`src/rtl/sap1_controller.sv`:
```
// SAP-1 controller-sequencer: six-state one-hot T-ring plus opcode decode into the datapath control word.
// Control word is combinational from the T-state; the ring advances on run or a step rising edge.
module sap1_controller (
    input  logic       clk_i,
    input  logic       rst_ni,
    input  logic [3:0] opcode_i,
    input  logic       run_i,
    input  logic       step_i,
    output logic [5:0] t_state_o,
    output logic       pc_inc_o,
    output logic       pc_out_o,
    output logic       mar_load_o,
    output logic       ram_out_o,
    output logic       ir_load_o,
    output logic       ir_out_o,
    output logic       a_load_o,
    output logic       a_out_o,
    output logic       b_load_o,
    output logic       alu_out_o,
    output logic       sub_o,
    output logic       out_load_o,
    output logic       halt_o,
    output logic       instr_done_o
);

    typedef enum logic [5:0] {
        T1 = 6'b000001,
        T2 = 6'b000010,
        T3 = 6'b000100,
        T4 = 6'b001000,
        T5 = 6'b010000,
        T6 = 6'b100000
    } tstate_e;

    localparam logic [3:0] OP_LDA = 4'b0000;
    localparam logic [3:0] OP_ADD = 4'b0001;
    localparam logic [3:0] OP_SUB = 4'b0010;
    localparam logic [3:0] OP_OUT = 4'b1110;
    localparam logic [3:0] OP_HLT = 4'b1111;

    tstate_e state_q, state_d;
    logic    halted_q, halted_d;
    logic    step_q;
    logic    hlt_now;
    logic    step_rise;
    logic    adv;

    always_ff @(posedge clk_i) begin
        if (!rst_ni) begin
            state_q  <= T1;
            halted_q <= 1'b0;
            step_q   <= 1'b0;
        end else begin
            state_q  <= state_d;
            halted_q <= halted_d;
            step_q   <= step_i;
        end
    end

    always_comb begin
        state_d      = state_q;
        halted_d     = halted_q;
        pc_inc_o     = 1'b0;
        pc_out_o     = 1'b0;
        mar_load_o   = 1'b0;
        ram_out_o    = 1'b0;
        ir_load_o    = 1'b0;
        ir_out_o     = 1'b0;
        a_load_o     = 1'b0;
        a_out_o      = 1'b0;
        b_load_o     = 1'b0;
        alu_out_o    = 1'b0;
        sub_o        = 1'b0;
        out_load_o   = 1'b0;
        instr_done_o = 1'b0;

        hlt_now   = (state_q == T4) && (opcode_i == OP_HLT);
        step_rise = step_i && !step_q;
        adv       = !halted_q && !hlt_now && (run_i || step_rise);

        if (adv) begin
            if (state_q == T6) state_d = T1;
            else               state_d = tstate_e'({state_q[4:0], 1'b0});
        end
        if (hlt_now) halted_d = 1'b1;

        // Reset and a latched halt both silence the whole control word.
        if (rst_ni && !halted_q) begin
            instr_done_o = (state_q == T6) && adv;
            case (state_q)
                T1: begin pc_out_o = 1'b1; mar_load_o = 1'b1; end
                T2: pc_inc_o = 1'b1;
                T3: begin ram_out_o = 1'b1; ir_load_o = 1'b1; end
                T4: begin
                    case (opcode_i)
                        OP_LDA, OP_ADD, OP_SUB: begin ir_out_o = 1'b1; mar_load_o = 1'b1; end
                        OP_OUT:                 begin a_out_o = 1'b1; out_load_o = 1'b1; end
                        default:                ;
                    endcase
                end
                T5: begin
                    case (opcode_i)
                        OP_LDA:         begin ram_out_o = 1'b1; a_load_o = 1'b1; end
                        OP_ADD, OP_SUB: begin ram_out_o = 1'b1; b_load_o = 1'b1; end
                        default:        ;
                    endcase
                end
                T6: begin
                    if (opcode_i == OP_ADD || opcode_i == OP_SUB) begin
                        alu_out_o = 1'b1;
                        a_load_o  = 1'b1;
                        sub_o     = (opcode_i == OP_SUB);
                    end
                end
                default: ;
            endcase
        end
    end

    assign halt_o    = rst_ni && (halted_q || hlt_now);
    assign t_state_o = state_q;

endmodule

```
`config.mk`:
```
export PLATFORM = sky130hd
export DESIGN_NAME = sap1_controller
export DESIGN_NICKNAME = d
export VERILOG_FILES = /design/src/rtl/sap1_controller.sv
export SDC_FILE = /design/constraint.sdc
export NUM_CORES = 1
export LEC_CHECK = 0
export CORE_ASPECT_RATIO = 1.2
export CORE_MARGIN = 8
export CORE_UTILIZATION = 36
export CTS_BUF_LIST = sky130_fd_sc_hd__clkbuf_4 sky130_fd_sc_hd__clkbuf_8
export DETAILED_ROUTE_END_ITERATION = 7
export GPL_TIMING_DRIVEN = 0
export PLACE_DENSITY = 0.81
export SETUP_SLACK_MARGIN = 0.2
export SLEW_MARGIN = 20
export SYNTH_ARGS = -nofsm -noshare
export SYNTH_HDL_FRONTEND = slang
export SYNTH_SLANG_ARGS = --single-unit
```
`constraint.sdc`:
```
create_clock -name clk_i -period 1.4 [get_ports clk_i]
set_clock_uncertainty 0.05 [all_clocks]
set_input_delay 0.21 -clock clk_i [delete_from_list [all_inputs] [get_ports clk_i]]
set_output_delay 0.21 -clock clk_i [all_outputs]
set_load 0.02 [all_outputs]
```
Word level (Yosys, flattened, before mapping). Cells that the tools add are included.

Bits in registers: 8. Bits in latches: 0. Bits in writable memories: 0. Memory bits (read-only): 0. Bits of input ports: 8. Output and inout bits: 20. Word-level logic and storage cells: 59. Memories: 0.

Add/sub/neg operators: 0. $mul: 0. Div/mod/pow operators: 0. $lt $le $gt $ge: 0. Equal/unequal tests: 10. Shift operators: 0. Mux-type cells: 30. Bitwise gates (word level): 0. Reductions and logical operators: 16.

Operators with widths (count): $mux 1 (26); $eq 4x4->1 const B (2); $logic_and 1x1->1 (7); $eq 6x1->1 const B (1); $eq 6x2->1 const B (1); $eq 6x3->1 const B (1); $eq 6x4->1 const B (1); $eq 6x5->1 const B (1); $eq 6x6->1 const B (1); $mux 6 (1); $pmux 1 s2 (3); $eq 4x1->1 const B (1); $eq 4x2->1 const B (1); $logic_not 4->1 (1); $logic_not 1->1 (3); $logic_or 1x1->1 (3); $reduce_or 3->1 (1); $reduce_or 2->1 (1).

Longest topological paths before layout. Gate-level depths: netlist (run 1).

Depth after elaboration: 7. Gate-level depth with buffers: 5.

Worst setup path after synthesis (run 1). No wires, ideal clock.

Kind: register -> output. From: reg state_q[0], in the netlist t_state_o[0]. To: out mar_load_o. Data arrival time: 1.538 ns. Data required time: 1.140 ns. Path slack: -0.398 ns. Stages on the path, launching flop included: 4. Buffers on the path: 0. Path through: dfxtp_1 inv_1 nor3_1 o21bai_1.

Cells in the longest elaborated chain, start to end: 3. Elaborated cells on any way between the ends: 4.

RTL lines: start: declaration (line 41) `tstate_e state_q, state_d;`; start signal: assignment (line 54) `state_q <= state_d;`; $eq 6x4->1 or $eq 6x1->1 (tied branches) (line 90) `case (state_q)`; $pmux 1 s2 * (line 90); $mux 1 * (line 88) `if (rst_ni && !halted_q) begin`; end: declaration (line 12) `output logic mar_load_o,`.

Every way passes the cells marked *; elsewhere a longest branch is shown, timed or not.

Worst setup path in the final report (run 1).
From: reg state_q[2], in the netlist t_state_o[2]. To: out instr_done_o.

Cells in the longest elaborated chain, start to end: 7. Elaborated cells on any way between the ends: 8.

RTL lines: $eq 6x4->1 (line 77) `hlt_now = (state_q == T4) && (opcode_i == OP_HLT);`; $logic_and 1x1->1 (line 77); $logic_not 1->1 (line 79) `adv = !halted_q && !hlt_now && (run_i || step_rise);`; $logic_and 1x1->1 (2 in a row) (line 79); $logic_and 1x1->1 * (line 89) `instr_done_o = (state_q == T6) && adv;`; $mux 1 * (line 88); end: declaration (line 23) `output logic instr_done_o`.

Marks and branches as above.

==> flow_metrics.env, run 1 <==
export IMPL_grt_overflow_total=0
export IMPL_gp_congestion=0.785
export IMPL_dieArea_um2=3100
export IMPL_worstPathRequired_ns=1.14
export IMPL_fin_area_um2=1370
export IMPL_grt_max_degree=11
export IMPL_setup_violations_final=21
export IMPL_yosysSeqAreaShare_pct=28.3
export IMPL_initial_core_util_pct=38.6
export IMPL_synth_cells=66
export IMPL_syn_area_um2=566
export IMPL_violations="setup timing"
export IMPL_hold_violations=0
export IMPL_vdd_ir_drop_max_mv=0.612
export IMPL_track_usage_pct=15.2
export IMPL_cts_hold_buf=0
export IMPL_fill_cells=53
export IMPL_wl_um=3260
export IMPL_drt_initial_drc_count=23
export IMPL_cp_max_fo=3
export IMPL_via_per_inst=5.77
export IMPL_io_pins=28
export IMPL_crit_slowest_cell="dfxtp_4"
export IMPL_cap_viol_max_count=0
export IMPL_drive_above_1_share_pct=72.6
export IMPL_n_antenna_cell=0
export IMPL_leakage_nw=0.641
export IMPL_finalNonFillerCells=141
export IMPL_slew_limit_headroom_pct=62.4
export IMPL_synth_avg_cell_area_um2=8.57
export IMPL_hold_path_class="reg2reg"
export IMPL_wl_met2_um=1690
export IMPL_dr_pass1_iters=4
export IMPL_layout_nets=133
export IMPL_clockBufferDepth=2
export IMPL_path_clk_slew_ns=0.07
export IMPL_r2r_start="t_state_o[2]"
export IMPL_grt_pass1_wl_um=3570
export IMPL_placed_cell_area_um2=955
export IMPL_final_min_clock_period_ns=2.03
export IMPL_antenna_found_initial=0
export IMPL_crit_path_start_kind="register"
export IMPL_slowest_delay_ns=0.35
export IMPL_worstSetupPathType="reg2out"
export IMPL_die_h_um=59.4
export IMPL_tritoncts="done"
export IMPL_die_x_um=52.2
export IMPL_vias=814
export IMPL_fmax_mhz=493
export IMPL_portBuffers=27
export IMPL_top_layer_used="met4"
export IMPL_htreeDepth=1
export IMPL_status="finished with violations"
export IMPL_seq_area_um2=180
export IMPL_wl_met1_um=1190
export IMPL_crit_chain="buf_4, nor4_4, buf_4, a41oi_2, nor2b_4, buf_6, and3_4, buf_6"
export IMPL_yosysWarnings=0
export IMPL_holdCritStartpoint="t_state_o[5]"
export IMPL_critPathBufInv=4
export IMPL_arrival_ns=1.77
export IMPL_fin_ws_ns=-0.629
export IMPL_coreArea_um2=1460
export IMPL_post_place_ws_ns=-1.09
export IMPL_synth_distinct_cells=32
export IMPL_utilization_pct=93.2
export IMPL_cts_sinks=8
export IMPL_hpwl_um=1330
export IMPL_wl_per_cell_um=23.1
export IMPL_fp_row_count=15
export IMPL_drv_slew=0
export IMPL_clk_latency_ns=0.27
export IMPL_p_per_area_nw_per_um2=566
export IMPL_cp_top_family="buffers and inverters"
export IMPL_grt_pass1_vias=701
export IMPL_antenna_left=0
export IMPL_synth_net_count=74
export IMPL_rsz0062_at_grt="true"
export IMPL_worstSetupEndpointType="output port"
export IMPL_multi_input_area_um2=571
export IMPL_drc=0
export IMPL_cp_startpoint="t_state_o[2]"
export IMPL_cts_root_buf="clkbuf_4"
export IMPL_ys_ff_latch=8
export IMPL_worst_slew_pin_slew_ns=0.558
export IMPL_min_period_over_period_pct=145
export IMPL_areaGrowthSynthToFinish_pct=141
export IMPL_route_met3_wl_um=222
export IMPL_post_place_cells=110
export IMPL_cts_buffers_inserted=3
[cell type report]
cell class | instances | area share (%)
multi-input cells | 53 | 41.8
well taps | 17 | 1.56
plain buffers | 3 | 1.65
repair buffers | 54 | 39.0
flip-flops and latches | 8 | 13.2
inverters | 2 | 0.550
clock buffers | 4 | 2.20
[worst paths after layout]
path / cells after the start / slack [ns] / endpoint
max: 8 / -0.63 / instr_done_o
min: 2 / 0.47 / t_state_o[5]
max reg2reg: 9 / -0.37 / t_state_o[1]
min reg2reg: 2 / 0.47 / t_state_o[5]
[routing by layer]
layer | global-route usage [%] | up-vias
met5 | 0 | -
met4 | 7.41 | 0
met2 | 25.9 | 46
li1 | - | 356
met1 | 17.0 | 393
met3 | 3.77 | 19
[flip-flops by register name (all words and copies together), names as in the netlist]
name       flops
t_state_o      6
step_q         1
halted_q       1
[power by group]
part | switching (mW) | internal [mW] | total (mW)
registers | 0.0189 | 0.234 | 0.253
clock network | 0.0937 | 0.129 | 0.223
logic | 0.142 | 0.154 | 0.296
[synth_stat cells]
cell type | n | area, um^2
a41oi_2 | 1 | 16.3
nor2b_4 | 1 | 13.8
and3_1 | 3 | 18.8
and3b_1 | 1 | 8.76
o211ai_2 | 1 | 12.5
nor2b_1 | 3 | 18.8
nand2_1 | 10 | 37.5
and2_1 | 1 | 6.26
a31oi_1 | 1 | 6.26
nor4b_1 | 1 | 8.76
o21bai_1 | 2 | 15.0
nand3_1 | 1 | 5.00
buf_4 | 1 | 7.51
nor3b_1 | 1 | 7.51
mux2i_1 | 5 | 50.1
and2b_2 | 2 | 17.5
and4_2 | 1 | 10.0
nand2b_1 | 1 | 6.26
nor2_1 | 5 | 18.8
nor4_4 | 1 | 21.3
and4b_1 | 1 | 10.0
or3_1 | 2 | 12.5
inv_1 | 2 | 7.51
clkbuf_1 | 1 | 3.75
a21oi_1 | 1 | 5.00
o21ai_0 | 1 | 5.00
dfxtp_1 | 8 | 160
nand4b_1 | 1 | 8.76
buf_6 | 1 | 11.3
nand3b_1 | 2 | 15.0
o211a_1 | 1 | 10.0
nor3_1 | 2 | 10.0
[tightest hold or removal path: stages (launching register included)]
cell,delay [ns]
dfxtp_4,0.36
nand2_1,0.06
mux2i_1,0.06
[kinds of logic (layout without fill, tap and decap cells)]
kind of cell           Yosys count  in the layout  synth area share [%]
AOI/OAI and AO/OA                8              8                  12.4
buffers and inverters            5             63                  5.31
DFF                              8              8                  28.3
muxes                            5              5                  8.85
and+or+nand+nor                 40             40                  45.1
[stage by stage]
step	total power [mW]	hold WS (ns)	setup TNS (ns)
3_3_place_gp	0.411	0.444	-14.03
4_1_cts	0.673	0.456	-6.13
6_report	0.772	0.474	-8.86
5_1_grt	0.803	0.493	-10.02
2_1_floorplan	0.344	0.287	-0.724
3_5_place_dp	0.413	0.448	-14.49
[cell usage in the layout (no fill, tap or decap), drive strengths merged, types with 2 or more instances in the layout]
cell,instances
clkbuf,5
nand2,10
inv,2
or3,2
nand3b,2
clkdlybuf4s50,2
and2b,2
dfxtp,8
nor2b,4
o21bai,2
nor3,2
mux2i,5
dlygate4sd2,5
nor2,5
and3,3
buf,48
[repair_timing]
item | CTS | global route
buffers inserted | 14 | 13
endpoints found under the setup margin | 27 | 23
pin swaps | 6 | 10
gates cloned | 0 | 0
resized for setup | 132 | 23
Note: power is estimated with default switching activity, not from simulation.
==> inputs of run 2 (changes only) <==
--- a/config.mk
+++ b/config.mk
@@ -13,7 +13,6 @@
 export GPL_TIMING_DRIVEN = 0
 export PLACE_DENSITY = 0.81
 export SETUP_SLACK_MARGIN = 0.2
-export SLEW_MARGIN = 20
 export SYNTH_ARGS = -nofsm -noshare
 export SYNTH_HDL_FRONTEND = slang
 export SYNTH_SLANG_ARGS = --single-unit
==> results of run 2 <==
Same layout as run 1: the final DEF is identical, and so are final timing and power.
